[src/rtl/console_sequencer_pkg.sv]
// rtl/console_sequencer_pkg.sv - shared CPU definitions for the front-panel console sequencer
//
// Contents:
//   word_t      12-bit machine word
//   dispsel_t   display source encodings (00=PC, 01=AC, 10=MA, 11=MB)
//   state_t     console sequencer FSM states
//   word_inc    12-bit wrapping increment
// Macro CONSOLE_DEPOSIT_AUTOINC_EN adds the DEP_INC state.
package console_sequencer_pkg;

    typedef logic [11:0] word_t;

    typedef enum logic [1:0] {
        DISP_PC = 2'b00,
        DISP_AC = 2'b01,
        DISP_MA = 2'b10,
        DISP_MB = 2'b11
    } dispsel_t;

    typedef enum logic [3:0] {
        IDLE      = 4'd0,
        LDPC      = 4'd1,
        LDAC      = 4'd2,
        DEP_REQ   = 4'd3,
`ifdef CONSOLE_DEPOSIT_AUTOINC_EN
        DEP_INC   = 4'd4,
`endif
        STEP_GO   = 4'd5,
        STEP_WAIT = 4'd6,
        RUN_GO    = 4'd7,
        RUN_WAIT  = 4'd8
    } state_t;

    // 7777 + 1 wraps to 0000 through the 12-bit result width.
    function automatic word_t word_inc(input word_t w);
        return w + 12'd1;
    endfunction

endpackage

[src/rtl/console_sequencer_disp_mux.sv]
// rtl/console_sequencer_disp_mux.sv - registered display source selector
//
// Module console_disp_mux
//   clock, resetN     clock and asynchronous active-low reset
//   dispsel           source select (see dispsel_t)
//   pc_in..mb_in      CPU register values
//   link_in           CPU link bit
//   dispout, linkout  selected value and link, one cycle latency
module console_disp_mux
    import console_sequencer_pkg::*;
(
    input  logic        clock,
    input  logic        resetN,
    input  logic [1:0]  dispsel,
    input  logic [11:0] pc_in,
    input  logic [11:0] ac_in,
    input  logic [11:0] ma_in,
    input  logic [11:0] mb_in,
    input  logic        link_in,
    output logic [11:0] dispout,
    output logic        linkout
);

    word_t sel_word;

    always_comb begin
        sel_word = pc_in;
        case (dispsel_t'(dispsel))
            DISP_PC: sel_word = pc_in;
            DISP_AC: sel_word = ac_in;
            DISP_MA: sel_word = ma_in;
            DISP_MB: sel_word = mb_in;
            default: sel_word = pc_in;
        endcase
    end

    always_ff @(posedge clock or negedge resetN) begin
        if (!resetN) begin
            dispout <= '0;
            linkout <= 1'b0;
        end else begin
            dispout <= sel_word;
            linkout <= link_in;
        end
    end

endmodule

[src/rtl/console_sequencer.sv]
// rtl/console_sequencer.sv - front-panel console sequencer (load, deposit, step, run)
//
// Module console_sequencer #(TIMEOUT)
//   clock, resetN                  clock and asynchronous active-low reset
//   loadpc/loadac/deposit/step     one-cycle panel command pulses
//   run                            continuous-execution level
//   swreg, dispsel                 switch register, display select
//   dispout, linkout               registered display outputs
//   halt                           one-cycle pulse clearing run upstream
//   ld_data, pc_ld, ac_ld          CPU register load path
//   mem_req/mem_addr/mem_wdata/mem_ack  deposit write handshake
//   go, done, hlt_instr            instruction execute handshake
//   pc_in/ac_in/ma_in/mb_in/link_in     CPU register values
//   busy, err                      not-idle flag, sticky timeout flag
// Macro CONSOLE_DEPOSIT_AUTOINC_EN: deposit increments PC afterwards.
module console_sequencer
    import console_sequencer_pkg::*;
#(
    parameter int TIMEOUT = 255
) (
    input  logic        clock,
    input  logic        resetN,
    input  logic        loadpc,
    input  logic        loadac,
    input  logic        deposit,
    input  logic        step,
    input  logic        run,
    input  logic [11:0] swreg,
    input  logic [1:0]  dispsel,
    output logic [11:0] dispout,
    output logic        linkout,
    output logic        halt,
    output logic [11:0] ld_data,
    output logic        pc_ld,
    output logic        ac_ld,
    output logic        mem_req,
    output logic [11:0] mem_addr,
    output logic [11:0] mem_wdata,
    input  logic        mem_ack,
    output logic        go,
    input  logic        done,
    input  logic        hlt_instr,
    input  logic [11:0] pc_in,
    input  logic [11:0] ac_in,
    input  logic [11:0] ma_in,
    input  logic [11:0] mb_in,
    input  logic        link_in,
    output logic        busy,
    output logic        err
);

    // Abort on the last allowed waiting cycle so exactly TIMEOUT cycles are waited.
    localparam logic [15:0] TIMEOUT_LAST = 16'(TIMEOUT - 1);

    state_t      state, state_next;
    word_t       latch;
    word_t       dep_addr;
    logic [15:0] wait_cnt;
    logic        cmd_accept;
    logic        timeout;
    logic        waiting;
    logic        cnt_last;

    assign waiting  = (state == DEP_REQ) || (state == STEP_WAIT) || (state == RUN_WAIT);
    assign cnt_last = (wait_cnt == TIMEOUT_LAST);
    assign busy     = (state != IDLE);

    always_comb begin
        state_next = state;
        cmd_accept = 1'b0;
        timeout    = 1'b0;
        pc_ld      = 1'b0;
        ac_ld      = 1'b0;
        ld_data    = '0;
        mem_req    = 1'b0;
        mem_addr   = '0;
        mem_wdata  = '0;
        go         = 1'b0;
        halt       = 1'b0;
        case (state)
            IDLE: begin
                // run has precedence; panel pulses while running are dropped.
                if (run) begin
                    state_next = RUN_GO;
                end else if (loadpc) begin
                    state_next = LDPC;
                    cmd_accept = 1'b1;
                end else if (loadac) begin
                    state_next = LDAC;
                    cmd_accept = 1'b1;
                end else if (deposit) begin
                    state_next = DEP_REQ;
                    cmd_accept = 1'b1;
                end else if (step) begin
                    state_next = STEP_GO;
                    cmd_accept = 1'b1;
                end
            end
            LDPC: begin
                pc_ld      = 1'b1;
                ld_data    = latch;
                state_next = IDLE;
            end
            LDAC: begin
                ac_ld      = 1'b1;
                ld_data    = latch;
                state_next = IDLE;
            end
            DEP_REQ: begin
                mem_req   = 1'b1;
                mem_addr  = dep_addr;
                mem_wdata = latch;
                if (mem_ack) begin
`ifdef CONSOLE_DEPOSIT_AUTOINC_EN
                    state_next = DEP_INC;
`else
                    state_next = IDLE;
`endif
                end else if (cnt_last) begin
                    timeout    = 1'b1;
                    state_next = IDLE;
                end
            end
`ifdef CONSOLE_DEPOSIT_AUTOINC_EN
            DEP_INC: begin
                pc_ld      = 1'b1;
                ld_data    = word_inc(dep_addr);
                state_next = IDLE;
            end
`endif
            STEP_GO: begin
                go         = 1'b1;
                state_next = STEP_WAIT;
            end
            STEP_WAIT: begin
                if (done) begin
                    state_next = IDLE;
                end else if (cnt_last) begin
                    timeout    = 1'b1;
                    state_next = IDLE;
                end
            end
            RUN_GO: begin
                go         = 1'b1;
                state_next = RUN_WAIT;
            end
            RUN_WAIT: begin
                if (done) begin
                    if (hlt_instr) begin
                        halt       = 1'b1;
                        state_next = IDLE;
                    end else if (run) begin
                        state_next = RUN_GO;
                    end else begin
                        state_next = IDLE;
                    end
                end else if (cnt_last) begin
                    timeout    = 1'b1;
                    halt       = 1'b1;
                    state_next = IDLE;
                end
            end
            default: state_next = IDLE;
        endcase
    end

    always_ff @(posedge clock or negedge resetN) begin
        if (!resetN) begin
            state    <= IDLE;
            latch    <= '0;
            dep_addr <= '0;
            wait_cnt <= '0;
            err      <= 1'b0;
        end else begin
            state <= state_next;
            if (cmd_accept) begin
                latch    <= swreg;
                dep_addr <= pc_in;
            end
            // Wait states are never entered directly from another wait state,
            // so holding the counter at zero outside them clears it on entry.
            if (waiting) begin
                wait_cnt <= wait_cnt + 16'd1;
            end else begin
                wait_cnt <= '0;
            end
            if (timeout) begin
                err <= 1'b1;
            end else if (cmd_accept) begin
                err <= 1'b0;
            end
        end
    end

    console_disp_mux u_disp (
        .clock   (clock),
        .resetN  (resetN),
        .dispsel (dispsel),
        .pc_in   (pc_in),
        .ac_in   (ac_in),
        .ma_in   (ma_in),
        .mb_in   (mb_in),
        .link_in (link_in),
        .dispout (dispout),
        .linkout (linkout)
    );

endmodule

[config.mk]
export PLATFORM = sky130hd
export DESIGN_NAME = console_sequencer
export DESIGN_NICKNAME = d
export VERILOG_FILES = /design/src/rtl/console_sequencer_pkg.sv /design/src/rtl/console_sequencer_disp_mux.sv /design/src/rtl/console_sequencer.sv
export SDC_FILE = /design/constraint.sdc
export NUM_CORES = 1
export LEC_CHECK = 0
export CAP_MARGIN = 20
export CORE_UTILIZATION = 43
export CTS_CLUSTER_SIZE = 20
export DETAILED_ROUTE_END_ITERATION = 6
export GPL_ROUTABILITY_DRIVEN = 0
export PLACE_DENSITY = 0.81
export SLEW_MARGIN = 25
export SYNTH_ARGS = -nofsm -noshare
export SYNTH_HDL_FRONTEND = slang
export SYNTH_SLANG_ARGS = --single-unit
[constraint.sdc]
create_clock -name clock -period 2.4 [get_ports clock]
set_clock_uncertainty 0.05 [all_clocks]
set_input_delay 0.72 -clock clock [delete_from_list [all_inputs] [get_ports clock]]
set_output_delay 0.72 -clock clock [all_outputs]
set_load 0.005 [all_outputs]
== Yosys cells after proc, flatten, opt, wreduce, memory -nomap -nowiden ==
Cells that the tools add are included.

* Input bits: 73
* Bits in registers: 58

* Multiplexer cells: 36
* Reduce and logical (&&, ||, !) cells: 9
* Add/subtract/negate cells: 1
* Equal/unequal tests: 12

{| class="wikitable"
|+ Operator list
! cell !! number
|-
| $pmux W12 S4 || 1
|-
| $mux W12 || 3
|-
| $mux W4 || 9
|-
| $pmux W4 S6 || 1
|-
| $mux W1 || 18
|-
| $add A16 B1 Y16 const B || 1
|-
| $eq A16 B8 Y1 const B || 1
|-
| $mux W16 || 1
|-
| $eq A4 B3 Y1 const B || 3
|-
| $eq A4 B2 Y1 const B || 2
|-
| $mux W3 || 2
|-
| $ne A6 B6 Y1 const B || 1
|-
| $reduce_or A2 Y1 || 3
|-
| $eq A2 B2 Y1 const B || 2
|-
| $eq A4 B1 Y1 const B || 1
|-
| $eq A4 B4 Y1 const B || 1
|-
| $logic_not A4 Y1 || 1
|-
| $reduce_bool A4 Y1 || 1
|-
| $eq A2 B1 Y1 const B || 1
|-
| $logic_not A2 Y1 || 1
|-
| $logic_or A1 B1 Y1 || 2
|-
| $pmux W1 S2 || 1
|-
| $reduce_bool A2 Y1 || 1
|}

== Longest topological paths before layout ==
Gate-level depths: netlist of run 1.

* Depth after elaboration: 8
* Gate-level depth with buffers: 6

== Cells and area by module ==
A second synthesis of run 1 with hierarchy kept.

* Cells, all modules: 258
* Area, all modules: 3030.4 um^2

{| class="wikitable"
|+ Modules (own cells, without submodules)
! module !! seq. area each (um^2) !! area each (um^2) !! cells each !! times used
|-
| console_sequencer || 1126.1 || 2411.1 || 231 || 1
|-
| console_disp_mux || 325.3 || 619.3 || 27 || 1
|}

== Worst setup path before layout of run 1 ==
OpenSTA, ideal clock, no wires.

* Path type: reg-to-output
* Start: reg state[0]
* End: out ld_data[10]
* Arrival time: 1.456 ns
* Cell stages (with the launch flop): 6
* Path buffers: 2
* Setup slack: 0.174 ns
* Required time: 1.630 ns
* Cells stage by stage: dfrtp_1 buf_2 nor4b_1 nor2_1 clkbuf_1 nor2b_1

* Word-level cells in the longest chain between the ends: 3
* Elaborated cells between the ends (all ways): 4

{| class="wikitable"
|+ RTL lines
! item !! RTL line !! source
|-
| from (decl) || console_sequencer.sv:55 || <nowiki>state_t state, state_next;</nowiki>
|-
| from (signal assigned) || console_sequencer.sv:175 || <nowiki>state <= state_next;</nowiki>
|-
| $eq A4 B2 Y1 / $eq A4 B1 Y1 (equally long branches) || console_sequencer.sv:80 || <nowiki>case (state)</nowiki>
|-
| $reduce_or A2 Y1 (no line) * || n/a ||
|-
| $mux W12 * || console_sequencer.sv:80 ||
|-
| to (decl) || console_sequencer.sv:33 || <nowiki>output logic [11:0] ld_data,</nowiki>
|}

Mark *: on every way between the ends. The rest lies on a longest branch, timed or not.

== Final worst setup path of run 1 ==
* Start: reg state[1]
* End: out ld_data[11]

Same word-level chain as after synthesis.

==> insert_results.sql, run 1 <==
INSERT INTO impl_metrics (metric_group, metric, value, unit) VALUES
('timing', 'final_critical_path_setup_slack', '-202', 'ps'),
('setup_path', 'cp.required', '1630', 'ps'),
('synthesis', 'synth_async_sr_flop_share', '100', '%'),
('finish', 'final-seq-area', '1460', 'sq um'),
('synthesis', 'post_synth_main_area_contributors', 'sky130_fd_sc_hd__dfrtp_1, sky130_fd_sc_hd__mux4_2, sky130_fd_sc_hd__and2_1', ''),
('synthesis', 'synthDominantAreaCellType', 'sky130_fd_sc_hd__dfrtp_1', ''),
('grt', 'global_route.usage.total', '25.7', '%'),
('clocking', 'cts.path.max_buffers', '2', ''),
('setup_path', 'worst_setup_path_start_kind', 'flip-flop', ''),
('grt', 'maximum_number_of_pins_on_one_net_before_global_route_repair', '34', ''),
('setup_path', 'r2r_setup_slack', '160', 'ps'),
('finish', 'number_of_diodes', '0', ''),
('synthesis', 'post_synth_instance_area', '2990', 'sq um'),
('place', 'placement.cell_area', '4600', 'sq um'),
('power', 'switching_share', '32.3', '%'),
('power', 'leak_pwr', '2.27', 'nW'),
('detailed_routing', 'route.detailed.wl_per_inst', '18.1', 'um'),
('setup_path', 'worstPathArrival', '1830', 'ps'),
('timing', 'tightestPinTransition', '693', 'ps'),
('grt', 'first_global_vias', '2917', ''),
('floorplan', 'die_height', '85.4', 'um'),
('outcome', 'violations', 'negative setup slack', ''),
('synthesis', 'post_synth.cell_area_avg', '12.1', 'sq um'),
('power', 'share_clk_of_total_power', '17.2', '%'),
('finish', 'num-nets-final', '510', ''),
('finish', 'most_common_cell_after_layout_fill_and_taps_aside', 'sky130_fd_sc_hd__clkdlybuf4s50_1', ''),
('setup_path', 'worst-setup-path-type', 'flip-flop to primary output', ''),
('run', 'max-cap-violations', '0', ''),
('finish', 'multi_input_logic_area', '1580', 'sq um'),
('floorplan', 'design.portCount', '129', ''),
('power', 'max-vdd-ir-drop', '0.407', 'mV'),
('timing', 'fmax', '0.384', 'GHz'),
('power', 'power_density', '866', 'nW/um^2'),
('timing', 'period_minus_slack', '2600', 'ps'),
('synthesis', 'mapped_nets', '323', ''),
('synthesis', 'synth-edff-count', '0', ''),
('clocking', 'cts_hold_buffers', '0', ''),
('outcome', 'run_status', 'finished with violations', ''),
('clocking', 'ctsHtreeMaxLevel', '3', ''),
('synthesis', 'netlist-cell-type-count', '43', ''),
('clocking', 'cts_tree', 'yes', ''),
('synthesis', 'yosys.area.top_type_share', '48.5', '%'),
('finish', 'fillCellCount', '416', ''),
('floorplan', 'die_width', '85.4', 'um'),
('floorplan', 'core-area', '6760', 'sq um'),
('timing', 'final-setup-viol-count', '29', ''),
('place', 'count_of_input_and_output_buffers', '128', ''),
('detailed_routing', 'drtAntennaViolNets', '0', ''),
('power', 'post-layout-total-power', '4.45', 'mW'),
('detailed_routing', 'vias_per_cell', '5.32', ''),
('timing', 'hold_violations', '0', ''),
('timing', 'final.setup.tns', '-1760', 'ps'),
('timing', 'worst_slew_margin_rel', '53.5', '%'),
('clocking', 'cts_made_buffers', '9', ''),
('setup_path', 'worst_r2r_src', 'state[3]$_DFFE_PN0P_', ''),
('detailed_routing', 'drt_iter0_drc', '157', ''),
('power', 'combinational_fraction_of_design_power', '50.0', '%'),
('power', 'internal_power', '3.01', 'mW'),
('floorplan', 'floorplan.die_area', '7290', 'sq um'),
('timing', 'hold_slack', '350', 'ps'),
('hold_path', 'worst_hold_path_type', 'input pin to asynchronous set/reset pin', ''),
('place', 'place_hpwl', '6.04', 'mm'),
('clocking', 'clkTransAtPathRegs', '60', 'ps'),
('power', 'switching_power', '1.44', 'mW'),
('synthesis', 'sequential_cell_area_fraction_in_the_yosys_report', '48.5', '%'),
('synthesis', 'postSynthCellCount', '248', ''),
('power', 'sequentialPowerShare', '32.8', '%'),
('detailed_routing', 'post-route-drc-count', '0', ''),
('detailed_routing', 'finalWirelength', '9.37', 'mm'),
('detailed_routing', 'firstDrtPassIters', '4', ''),
('floorplan', 'floorplan.initialDensity', '44.3', '%');
[Yosys cell counts, drive strengths merged, types with 2 or more instances]
cell / count
dfrtp: 58
mux4: 12
xnor2: 2
o21ai: 5
nand4: 7
and2: 24
nor4b: 2
inv: 4
o21a: 3
nor4: 3
a21oi: 3
nand2: 9
nand3: 6
nor2b: 13
nor3: 7
nor2: 19
nor3b: 2
and4: 3
and3: 2
ha: 2
clkbuf: 6
buf: 8
xor2: 11
mux2: 24
[path summary, 6_finish.rpt]
path | endpoint | cells after the start
max | ld_data[11] | 7
min | wait_cnt[10]$_DFF_PN0_ | 1
max reg2reg | dep_addr[1]$_DFFE_PN0P_ | 8
min reg2reg | dep_addr[4]$_DFFE_PN0P_ | 1
max in group asynchronous | u_disp.linkout$_DFF_PN0_ | 2
min in group clock | dep_addr[4]$_DFFE_PN0P_ | 1
[power by group through the flow]
| stage | registers (mW) | logic [mW] | clock network (mW) |
|---|---|---|---|
| 6_report | 1.46 | 2.22 | 0.765 |
| 5_1_grt | 1.48 | 2.37 | 0.823 |
| 4_1_cts | 1.42 | 1.95 | 0.773 |
| 3_5_place_dp | 1.41 | 1.75 | 0 |
| 3_3_place_gp | 1.40 | 1.68 | 0 |
| 2_1_floorplan | 1.37 | 0.879 | 0 |
[registers in the layout, indices dropped and copies added (netlist names)]
register,count
state,4
u_disp.linkout,1
u_disp.dispout,12
latch,12
wait_cnt,16
dep_addr,12
err,1
[critical path: stages, from the launching register on]
cell	delay [ps]
sky130_fd_sc_hd__dfrtp_1	430
sky130_fd_sc_hd__nor4b_4	400
sky130_fd_sc_hd__buf_4	190
sky130_fd_sc_hd__buf_6	100
sky130_fd_sc_hd__nor2_4	40
sky130_fd_sc_hd__buf_6	120
sky130_fd_sc_hd__nor2b_2	100
sky130_fd_sc_hd__buf_2	120
[layout make-up]
cell class                      count  share of cell area [%]
Clock buffer                       13                    3.09
Timing Repair Buffer              189                    35.5
Inverter                            4                   0.292
Tap cell                           80                    1.95
Multi-Input combinational cell    173                    30.8
Sequential cell                    58                    28.3
[stage by stage]
stage,util (%),worst slack [ps],std cells
floorplan,-,174,248
global placement,68.1,-310,478
detailed placement,68.1,-337,478
CTS,73.3,-117,514
global route,76.0,-261,517
finish,76.0,-202,517
[routing by layer]
| metal | up-vias | track usage [%] | part of all wire [%] |
|---|---|---|---|
| li1 | 1253 | - | - |
| met5 | - | 0 | 0 |
| met3 | 32 | 7.00 | 6.4 |
| met2 | 131 | 43.8 | 51 |
| met4 | 0 | 15.3 | 4.2 |
| met1 | 1335 | 28.9 | 38 |
[cell families (layout without fill, tap and decap cells)]
logic type                 after synthesis  in the layout  share of synthesized area, %
AOI/OAI and AO/OA                       19             19                          4.22
buffers and inverters                   18            206                          3.22
DFF                                     58             58                          48.5
xor gates and xnor gates                13             13                          3.81
and+or+nand+nor                        102            103                          20.1
muxes                                   36             36                          19.3
adders and majority gates                2              2                         0.836
[timing repair]
action | CTS | global route
setup endpoints to repair | 42 | 41
buffers inserted | 20 | 7
gates resized for setup | 182 | 70
cloned | 3 | 1
pin swaps | 19 | 17
(Power assumes the default switching activity.)
==> inputs of run 2 (changes only) <==
- CORE_ASPECT_RATIO: default -> 0.75
==> run 2 against run 1 <==
Against the previous run: the run ends with design-rule violations, negative setup slack left; clock power up 19%; final area decreased by 0.19%; final cell count is 0.19% higher; critical endpoint is now ld_data[0]; die area hardly changed; non-clock buffer count fell by 3; first-iteration DRC count down 34%; worst hold slack lost 24 ps; via count shrank 1.2%.
==> insert_results.sql, run 2 (synthesis results as in run 1) <==
INSERT INTO impl_metrics (metric_group, metric, value, unit) VALUES
('clocking', 'clkLatencyLatePin', '340', 'ps'),
('detailed_routing', 'vias_per_cell', '5.25', ''),
('floorplan', 'design.portCount', '129', ''),
('finish', 'final_cells', '518', ''),
('setup_path', 'critical_r2r_capture', 'latch[7]$_DFFE_PN0P_', ''),
('outcome', 'violations', 'design-rule violations, negative setup slack', ''),
('detailed_routing', 'finalWirelength', '9.04', 'mm'),
('setup_path', 'maximum_fanout_along_the_worst_path', '6', ''),
('setup_path', 'worst_setup_path_start_kind', 'flip-flop', ''),
('clocking', 'ctsHtreeMaxLevel', '3', ''),
('timing', 'final.setup.tns', '-3350', 'ps'),
('detailed_routing', 'firstDrtPassIters', '6', ''),
('grt', 'global_route.overflow_total', '0', ''),
('timing', 'fmax', '0.386', 'GHz'),
('detailed_routing', 'post-route-drc-count', '8', ''),
('timing', 'worst_slew_margin_rel', '49.2', '%'),
('timing', 'hold_violations', '0', ''),
('place', 'place_inst', '473', ''),
('grt', 'global_route.usage.total', '24.9', '%'),
('power', 'post-layout-total-power', '4.45', 'mW'),
('timing', 'min_period_over_period', '108', '%'),
('detailed_routing', 'drtAntennaViolNets', '0', ''),
('setup_path', 'critical_path.max_stage_delay', '440', 'ps'),
('grt', 'initial_antenna_violation_count', '0', ''),
('finish', 'final_design_area_no_fill', '5120', 'sq um'),
('outcome', 'run_status', 'finished with violations', ''),
('floorplan', 'num_rows', '25', ''),
('setup_path', 'cp.required', '1630', 'ps'),
('timing', 'hold_slack', '326', 'ps'),
('power', 'leak_pwr', '2.29', 'nW'),
('timing', 'period_minus_slack', '2590', 'ps'),
('finish', 'synthToLayoutAreaGrowth', '71.3', '%'),
('setup_path', 'crit_path_frequent_cell', 'sky130_fd_sc_hd__buf_4', ''),
('setup_path', 'r2r_setup_slack', '160', 'ps'),
('setup_path', 'worst-setup-path-type', 'flip-flop to primary output', ''),
('hold_path', 'worst_hold_path_type', 'input pin to asynchronous set/reset pin', ''),
('place', 'count_of_input_and_output_buffers', '128', ''),
('timing', 'rsz0062_at_grt', 'true', ''),
('timing', 'final-setup-viol-count', '36', ''),
('detailed_routing', 'drt_iter0_drc', '104', ''),
('finish', 'largest_reg_flops', '16', ''),
('clocking', 'cts.path.max_buffers', '2', ''),
('finish', 'postLayoutCoreUtil', '78.8', '%'),
('setup_path', 'ff2ff_path_depth', '8', ''),
('floorplan', 'floorplan.initialDensity', '46.0', '%'),
('clocking', 'cts.root.buffer_cell', 'sky130_fd_sc_hd__clkbuf_8', ''),
('clocking', 'cts_made_buffers', '9', ''),
('run', 'max-cap-violations', '0', ''),
('floorplan', 'die_width', '98.3', 'um'),
('finish', 'largest_register', 'wait_cnt', ''),
('setup_path', 'setup_crit_end_kind', 'primary output', ''),
('power', 'power_density', '868', 'nW/um^2'),
('detailed_routing', 'num_vias', '2719', ''),
('timing', 'final_max_slew_viol_count', '0', ''),
('detailed_routing', 'route.detailed.wl_per_inst', '17.4', 'um'),
('place', 'pre_cts_ws', '-344', 'ps'),
('clocking', 'cts.sinks', '58', ''),
('timing', 'tightestPinTransition', '757', 'ps'),
('place', 'place_hpwl', '5.70', 'mm'),
('setup_path', 'worstPathArrival', '1820', 'ps'),
('setup_path', 'worst_r2r_src', 'state[1]$_DFFE_PN0P_', ''),
('setup_path', 'critical-path-slowest-cell', 'sky130_fd_sc_hd__dfrtp_1', ''),
('timing', 'final_critical_path_setup_slack', '-191', 'ps'),
('floorplan', 'floorplan.die_area', '7300', 'sq um'),
('finish', 'num-nets-final', '507', ''),
('setup_path', 'path_cells', 'buf_4, nor4b_4, buf_4, buf_12, nor2_4, nor2b_1, buf_2', ''),
('finish', 'most-common-layout-cells', 'sky130_fd_sc_hd__clkdlybuf4s50_1, sky130_fd_sc_hd__dfrtp_1, sky130_fd_sc_hd__buf_4', ''),
('grt', 'first_global_vias', '2780', ''),
('place', 'placement.cell_area', '4560', 'sq um'),
('power', 'max-vdd-ir-drop', '0.406', 'mV'),
('grt', 'maximum_number_of_pins_on_one_net_before_global_route_repair', '59', ''),
('clocking', 'clkTransAtPathRegs', '60', 'ps'),
('floorplan', 'core-area', '6510', 'sq um'),
('finish', 'most_common_cell_after_layout_fill_and_taps_aside', 'sky130_fd_sc_hd__clkdlybuf4s50_1', ''),
('finish', 'number_of_diodes', '0', ''),
('grt', 'grt_first_pass_wirelength', '13.6', 'mm'),
('floorplan', 'die_height', '74.2', 'um'),
('clocking', 'cts_tree', 'yes', ''),
('finish', 'drive_above_1_share', '40.0', '%');
==> run 2: cell count changes in the layout (fill, tap and decap cells not counted), sizes merged <==
cell / delta
buf: -7
clkdlybuf4s15: +3
clkinv: +3
clkbuf: -2
bufinv: +1
clkinvlp: +1
dlymetal6s2s: +1
==> run 2: cell type report <==
class                           count  area (sq um)
Sequential cell                    58          1450
Fill cell                         424          1380
Clock inverter                      5          52.6
Timing Repair Buffer              186          1780
Multi-Input combinational cell    173          1570
Inverter                            4          15.0
Clock buffer                       11           151
Tap cell                           81           101
==> run 2: power by group <==
part           internal [mW]  total (mW)  switching [mW]
clock                  0.530       0.913           0.383
combinational           1.26        2.12           0.856
sequential              1.25        1.42           0.175
total                   3.04        4.45            1.41
==> run 2: worst max-delay path by stage <==
stage                              start      endpoint  slack (ps)  cells past startpoint
global route        state[3]$_DFFE_PN0P_  mem_addr[10]        -230                      8
CTS                 state[3]$_DFFE_PN0P_  mem_addr[10]        -120                      8
global placement                    done          halt        -310                      5
finish              state[3]$_DFFE_PN0P_    ld_data[0]        -190                      7
floorplan           state[0]$_DFFE_PN0P_   ld_data[10]         170                      5
detailed placement                  done          halt        -340                      5
==> run 2: repair_timing <==
item | 4_1_cts | 5_1_grt
gates cloned | 4 | 0
buffers inserted | 23 | 4
gates resized for setup | 199 | 30
hold buffers | 0 | 0
pin swaps | 19 | 7
setup endpoints to repair | 41 | 41
==> run 2: metal layers <==
layer	track usage [%]	vias to the layer above	part of all wire (%)
li1	-	1250	-
met1	29.8	1320	40
met2	42.4	132	49
met3	7.05	17	8.5
met4	12.1	0	2.6
met5	0	-	0
==> run 2: worst max-delay path, delay by kind of cell (launching register included) <==
kind,cells,cell delay (ps)
buffers and inverters,4,570
and+or+nand+nor,3,480
DFF,1,440
